[src/rtl/mem_access_ctrl.sv]
// rtl/mem_access_ctrl.sv - MEM-stage data access controller (optional stall counter: MEM_CTRL_STALL_CNT_EN)
module mem_access_ctrl #(
  parameter int LOAD_EXT    = 1,
  parameter int STALL_CNT_W = 32
) (
  input  logic        clk,
  input  logic        rst_n,
  input  logic        req_valid,
  input  logic        req_we,
  input  logic [1:0]  req_size,
  input  logic        req_unsigned,
  input  logic [31:0] req_vaddr,
  input  logic [31:0] req_wdata,
  input  logic [31:0] paddr,
  input  logic        mapped,
  input  logic        uncached,
  input  logic        tlb_miss,
  input  logic        tlb_valid,
  input  logic        tlb_dirty,
  input  logic        flush,
  output logic        bus_req,
  output logic        bus_wr,
  output logic [1:0]  bus_size,
  output logic [31:0] bus_addr,
  output logic [3:0]  bus_wstrb,
  output logic [31:0] bus_wdata,
  output logic        bus_cached,
  input  logic        bus_addr_ok,
  input  logic        bus_data_ok,
  input  logic [31:0] bus_rdata,
  output logic        stall,
  output logic        resp_valid,
  output logic [31:0] rdata,
  output logic        exc_valid,
  output logic [4:0]  exc_code,
  output logic        exc_refill,
  output logic [31:0] badvaddr
`ifdef MEM_CTRL_STALL_CNT_EN
  ,
  output logic [STALL_CNT_W-1:0] stall_cnt
`endif
);

  localparam logic [4:0] EXC_NONE = 5'd0;
  localparam logic [4:0] EXC_MOD  = 5'd1;
  localparam logic [4:0] EXC_TLBL = 5'd2;
  localparam logic [4:0] EXC_TLBS = 5'd3;
  localparam logic [4:0] EXC_ADEL = 5'd4;
  localparam logic [4:0] EXC_ADES = 5'd5;

  typedef enum logic [1:0] {S_IDLE, S_REQ, S_WAIT, S_DONE} state_t;

  state_t      state_q, state_d;
  logic [31:0] addr_q, wdata_q, rdata_q;
  logic [1:0]  size_q;
  logic [3:0]  wstrb_q;
  logic        we_q, uns_q, cached_q, kill_q;

  logic [1:0]  eff_size, eff_size_q;
  logic        misaligned, exc_hit, start;
  logic [4:0]  exc_code_c;
  logic        exc_refill_c;
  logic [3:0]  wstrb_c;
  logic [31:0] wdata_c, load_data, shifted;

  // Size 3 behaves as a word everywhere except the raw bus_size field
  assign eff_size   = (req_size == 2'd3) ? 2'd2 : req_size;
  assign eff_size_q = (size_q == 2'd3) ? 2'd2 : size_q;
  assign misaligned = ((eff_size == 2'd1) && req_vaddr[0]) ||
                      ((eff_size == 2'd2) && (req_vaddr[1:0] != 2'b00));

  // Prioritised address/TLB exception classification of the incoming request
  always_comb begin
    exc_code_c   = EXC_NONE;
    exc_refill_c = 1'b0;
    if (misaligned) begin
      exc_code_c = req_we ? EXC_ADES : EXC_ADEL;
    end else if (mapped && tlb_miss) begin
      exc_code_c   = req_we ? EXC_TLBS : EXC_TLBL;
      exc_refill_c = 1'b1;
    end else if (mapped && !tlb_valid) begin
      exc_code_c = req_we ? EXC_TLBS : EXC_TLBL;
    end else if (mapped && req_we && !tlb_dirty) begin
      exc_code_c = EXC_MOD;
    end
  end

  assign exc_hit = (exc_code_c != EXC_NONE);
  assign start   = (state_q == S_IDLE) && req_valid && !exc_hit && !flush;

  // Byte-lane strobe and lane-replicated store data for the request
  always_comb begin
    wstrb_c = 4'b1111;
    wdata_c = req_wdata;
    case (eff_size)
      2'd0: begin
        wstrb_c = 4'b0001 << req_vaddr[1:0];
        wdata_c = {4{req_wdata[7:0]}};
      end
      2'd1: begin
        wstrb_c = req_vaddr[1] ? 4'b1100 : 4'b0011;
        wdata_c = {2{req_wdata[15:0]}};
      end
      default: begin
        wstrb_c = 4'b1111;
        wdata_c = req_wdata;
      end
    endcase
  end

  assign shifted = bus_rdata >> {addr_q[1:0], 3'b000};

  // Align the returned word to the addressed lane and extend it
  always_comb begin
    load_data = shifted;
    if (LOAD_EXT != 0) begin
      case (eff_size_q)
        2'd0:    load_data = uns_q ? {24'b0, shifted[7:0]} : {{24{shifted[7]}}, shifted[7:0]};
        2'd1:    load_data = uns_q ? {16'b0, shifted[15:0]} : {{16{shifted[15]}}, shifted[15:0]};
        default: load_data = shifted;
      endcase
    end
  end

  // Next-state logic; a flush after acceptance lets the bus finish but kills the response
  always_comb begin
    state_d = state_q;
    case (state_q)
      S_IDLE: if (start) state_d = S_REQ;
      S_REQ: begin
        if (bus_addr_ok) begin
          if (bus_data_ok) state_d = flush ? S_IDLE : S_DONE;
          else             state_d = S_WAIT;
        end else if (flush) begin
          state_d = S_IDLE;
        end
      end
      S_WAIT: if (bus_data_ok) state_d = (kill_q || flush) ? S_IDLE : S_DONE;
      S_DONE: state_d = S_IDLE;
      default: state_d = S_IDLE;
    endcase
  end

  // State register, request latches and load-data capture
  always_ff @(posedge clk or negedge rst_n) begin
    if (!rst_n) begin
      state_q  <= S_IDLE;
      addr_q   <= '0;
      wdata_q  <= '0;
      rdata_q  <= '0;
      size_q   <= '0;
      wstrb_q  <= '0;
      we_q     <= 1'b0;
      uns_q    <= 1'b0;
      cached_q <= 1'b0;
      kill_q   <= 1'b0;
    end else begin
      state_q <= state_d;
      kill_q  <= (state_d == S_WAIT) && (kill_q || flush);
      if (start) begin
        addr_q   <= paddr;
        wdata_q  <= wdata_c;
        size_q   <= req_size;
        wstrb_q  <= req_we ? wstrb_c : 4'b0000;
        we_q     <= req_we;
        uns_q    <= req_unsigned;
        cached_q <= !uncached;
      end
      if (state_d == S_DONE) rdata_q <= we_q ? 32'b0 : load_data;
    end
  end

  // Output decode
  always_comb begin
    bus_req    = (state_q == S_REQ);
    bus_wr     = we_q;
    bus_size   = size_q;
    bus_addr   = addr_q;
    bus_wstrb  = wstrb_q;
    bus_wdata  = wdata_q;
    bus_cached = cached_q;
    stall      = start || (state_q == S_REQ) || (state_q == S_WAIT);
    resp_valid = (state_q == S_DONE) && !flush;
    rdata      = rdata_q;
    exc_valid  = (state_q == S_IDLE) && req_valid && exc_hit;
    exc_code   = exc_valid ? exc_code_c : EXC_NONE;
    exc_refill = exc_valid && exc_refill_c;
    badvaddr   = exc_valid ? req_vaddr : 32'b0;
  end

`ifdef MEM_CTRL_STALL_CNT_EN
  // Free-running count of stalled cycles
  always_ff @(posedge clk or negedge rst_n) begin
    if (!rst_n)     stall_cnt <= '0;
    else if (stall) stall_cnt <= stall_cnt + 1'b1;
  end
`endif

endmodule

[config.mk]
export PLATFORM = sky130hd
export DESIGN_NAME = mem_access_ctrl
export DESIGN_NICKNAME = d
export VERILOG_FILES = /design/src/rtl/mem_access_ctrl.sv
export SDC_FILE = /design/constraint.sdc
export NUM_CORES = 1
export LEC_CHECK = 0
export ABC_AREA = 1
export CAP_MARGIN = 20
export CORE_ASPECT_RATIO = 0.7
export CORE_UTILIZATION = 41
export CTS_CLUSTER_SIZE = 10
export DETAILED_ROUTE_END_ITERATION = 7
export PLACE_DENSITY = 0.81
export SLEW_MARGIN = 20
export SYNTH_ARGS = -nofsm -noshare
export SYNTH_HDL_FRONTEND = slang
export SYNTH_SLANG_ARGS = --single-unit
export TNS_END_PERCENT = 10
[constraint.sdc]
create_clock -name clk -period 2.4 [get_ports clk]
set_clock_uncertainty 0.1 [all_clocks]
set_input_delay 0.48 -clock clk [delete_from_list [all_inputs] [get_ports clk]]
set_output_delay 0.48 -clock clk [all_outputs]
set_load 0.05 [all_outputs]
==> metrics.md <==
| Metric | Value |
|---|---|
| Mapped Cells | 846 |
| DIE AREA | 15040 um^2 |
| Clk slew on worst S/H paths | 70 ps |
| Root Driver | clkbuf_16 |
| TritonCTS buffer count | 9 |
| Largest net degree at the start of global routing | 74 |
| Status | complete, but fails checks |
| Max VDD drop | 0.9217 mV |
| Util after Layout | 69.98% |
| Clock Sinks | 108 |
| Setup Crit Path Kind | primary input to primary output |
| Power share of the combinational group | 64.7% |
| Antenna violations before repair | 0 |
| Max frequency | 0.4218 GHz |
| H-tree depth | 3 |
| Wire length on met3 | 2.354 mm |
| Final Worst Setup Slack | 29.26 ps |
| Sequential fraction of the synthesis area | 45.33% |
| DRC | 0 |
| Crit path arrival time | 1790 ps |
| Hold WS | -7.750 ps |
| Setup crit end kind | primary output |
| All-Layer GR Usage | 30.22% |
| GP Congestion | 0.8903 |
| Max-cap violations | 0 |
| R2R Path Start | bus_addr[0] |
| Avg WL per Cell | 17.17 um |
| Vias in the first global route | 6413 |
| Worst r2r path cells | 8 |
| PwrDens | 1338 nW/um^2 |
| Int Power | 6.257 mW |
| Number of core rows | 36 |
| M1 WL | 9.767 mm |
| Area delta synth->final | 64.95% |
| Most frequent cells in the layout | nand2_1, clkdlybuf4s50_1, dfrtp_1 |
| Critical path launch point type | primary input |
| Total global routing overflow | 0 |
| Drt total wl | 22.71 mm |
| Avg Cell Area, Syn | 7.047 um^2 |
| DR pass1 iterations | 7 |
| N_diodes | 0 |
| Initial core utilization | 42.42% |
| HPWL after DPL | 15.39 mm |
| Top layer in use | met4 |
| Crit-path max FO | 8 |
| Final setup vio count | 0 |
| Least-Margin Pin Slew | 640.3 ps |
| Routed Antenna Nets | 0 |
| Dpl ws | -316.8 ps |
| Part of the cycle the worst path needs | 98.78% |
| TNS Setup | 0 ps |
| Worst path required time | 1820 ps |
| Seq pwr share | 23.5% |
| Clk buf depth | 2 |
| Worst skew pair latency | 340 ps |
| R2R Setup Slk | 500 ps |
| Area of the mapped netlist | 5962 um^2 |
| Post-synth cell types | 24 |
| Min-Delay Path Class | primary input to asynchronous set/reset pin |
| Die Ht | 102.9 um |
| Slew Limit Fails | 0 |
| Final hold vios | 4 |
| Post-synthesis register bit count | 108 |
| Most common cell after layout, fill and taps aside | nand2_1 |
| Leakage power | 4.917 nW |
| NumNets Final | 1271 |
| Initial DRC count | 495 |
| Placeable Area | 14050 um^2 |
| Psw | 6.901 mW |
| Share of cells above drive strength 1 | 15.45% |
| Crit path time final | 2371 ps |
| CTS tree | yes |
| Net Sw Frac | 52.45% |
| Worst flop-to-flop path endpoint | rdata[16] |
| Yosys Warn Count | 0 |
| First-pass GRT wire length | 35.18 mm |
| Vias | 6950 |
| # IOs | 289 |
| Die Span X | 146.1 um |
| Clock group share of total power | 11.8% |
| Failing checks | hold timing |
| Port Buffers | 286 |
| DR vias/cell | 5.253 |
| Met2 wire len | 10.09 mm |
| Relative slew slack | 57.16% |
timing repair:
item	CTS	global route
endpoints found under the setup margin	38	38
setup buffers	1	4
gates resized for setup	97	31
pin swaps	7	13
gates cloned	5	0
hold buffers	0	0
worst max-delay path by stage:
stage / start / end / cells past startpoint
2_1_floorplan: tlb_miss / badvaddr[10] / 7
6_report: mapped / badvaddr[22] / 8
5_1_grt: tlb_valid / badvaddr[22] / 8
4_1_cts: tlb_miss / badvaddr[9] / 9
3_3_place_gp: req_size[1] / badvaddr[11] / 10
3_5_place_dp: req_size[1] / badvaddr[9] / 10
critical path, stage by stage:
cell and delay, ps:
clkdlybuf4s15_1 180, a21boi_2 160, buf_4 140, nor2_4 40, a21o_4 300, buf_16 190
nor2_4 130, buf_8 160
registers in the layout (all words and copies together), names as in the netlist:
signal      cells
bus_addr       32
bus_cached      1
bus_size        2
bus_wdata      32
bus_wr          1
bus_wstrb       4
kill_q          1
rdata          32
state_q         2
uns_q           1
cell usage after synthesis, drive strengths merged:
master | count | area [um^2]
conb | 1 | 3.750
buf | 51 | 300.3
nand2 | 383 | 1450
a21o | 1 | 7.510
nor3 | 1 | 5.000
a21oi | 36 | 183.9
nand3 | 70 | 360.3
clkbuf | 14 | 52.55
nor2 | 45 | 186.4
inv | 52 | 195.2
dfrtp | 108 | 2703
a21boi | 1 | 7.510
nand4 | 73 | 456.7
o21ai | 10 | 50.05
per-stage QoR:
step,cells,area (um^2),power [mW]
after floorplan,847,5969,8.354
after global placement,1298,9047,11.11
after detailed placement,1298,9047,11.20
after CTS,1320,9754,13.09
after global routing,1323,9834,13.87
final,1323,9834,13.16
metal layers:
layer  vias to the layer above  track usage, %
met5                         -               0
met4                         0           7.532
met3                        50           8.894
met2                       391           46.01
met1                      3234           42.36
li1                       3275               -
power groups by stage:
stage	logic [mW]	clock network (mW)	registers, mW
detailed placement	8.09	0	3.11
global route	9.01	1.66	3.20
CTS	8.41	1.59	3.09
finish	8.51	1.55	3.10
floorplan	2.45	0	5.90
global placement	8.03	0	3.09
logic make-up (layout without fill, tap and decap cells):
group                  count (synthesis)  in the layout  synth area share, %
AND/OR/NAND/NOR                      572            572                41.24
AO/OA/AOI/OAI                         48             48                4.176
flip-flops                           108            108                45.33
buffers and inverters                117            403                9.192
other                                  1              2              0.06290
layout make-up:
class                           instances  area, um^2
Multi-Input combinational cell        622        2938
Clock inverter                          6       68.82
Clock buffer                           10       239.0
Sequential cell                       108        2703
Tap cell                              190       237.7
Inverter                               52       197.7
Fill cell                            1094        4219
Timing Repair Buffer                  335        3451
Power figures use the tool's default switching activity.
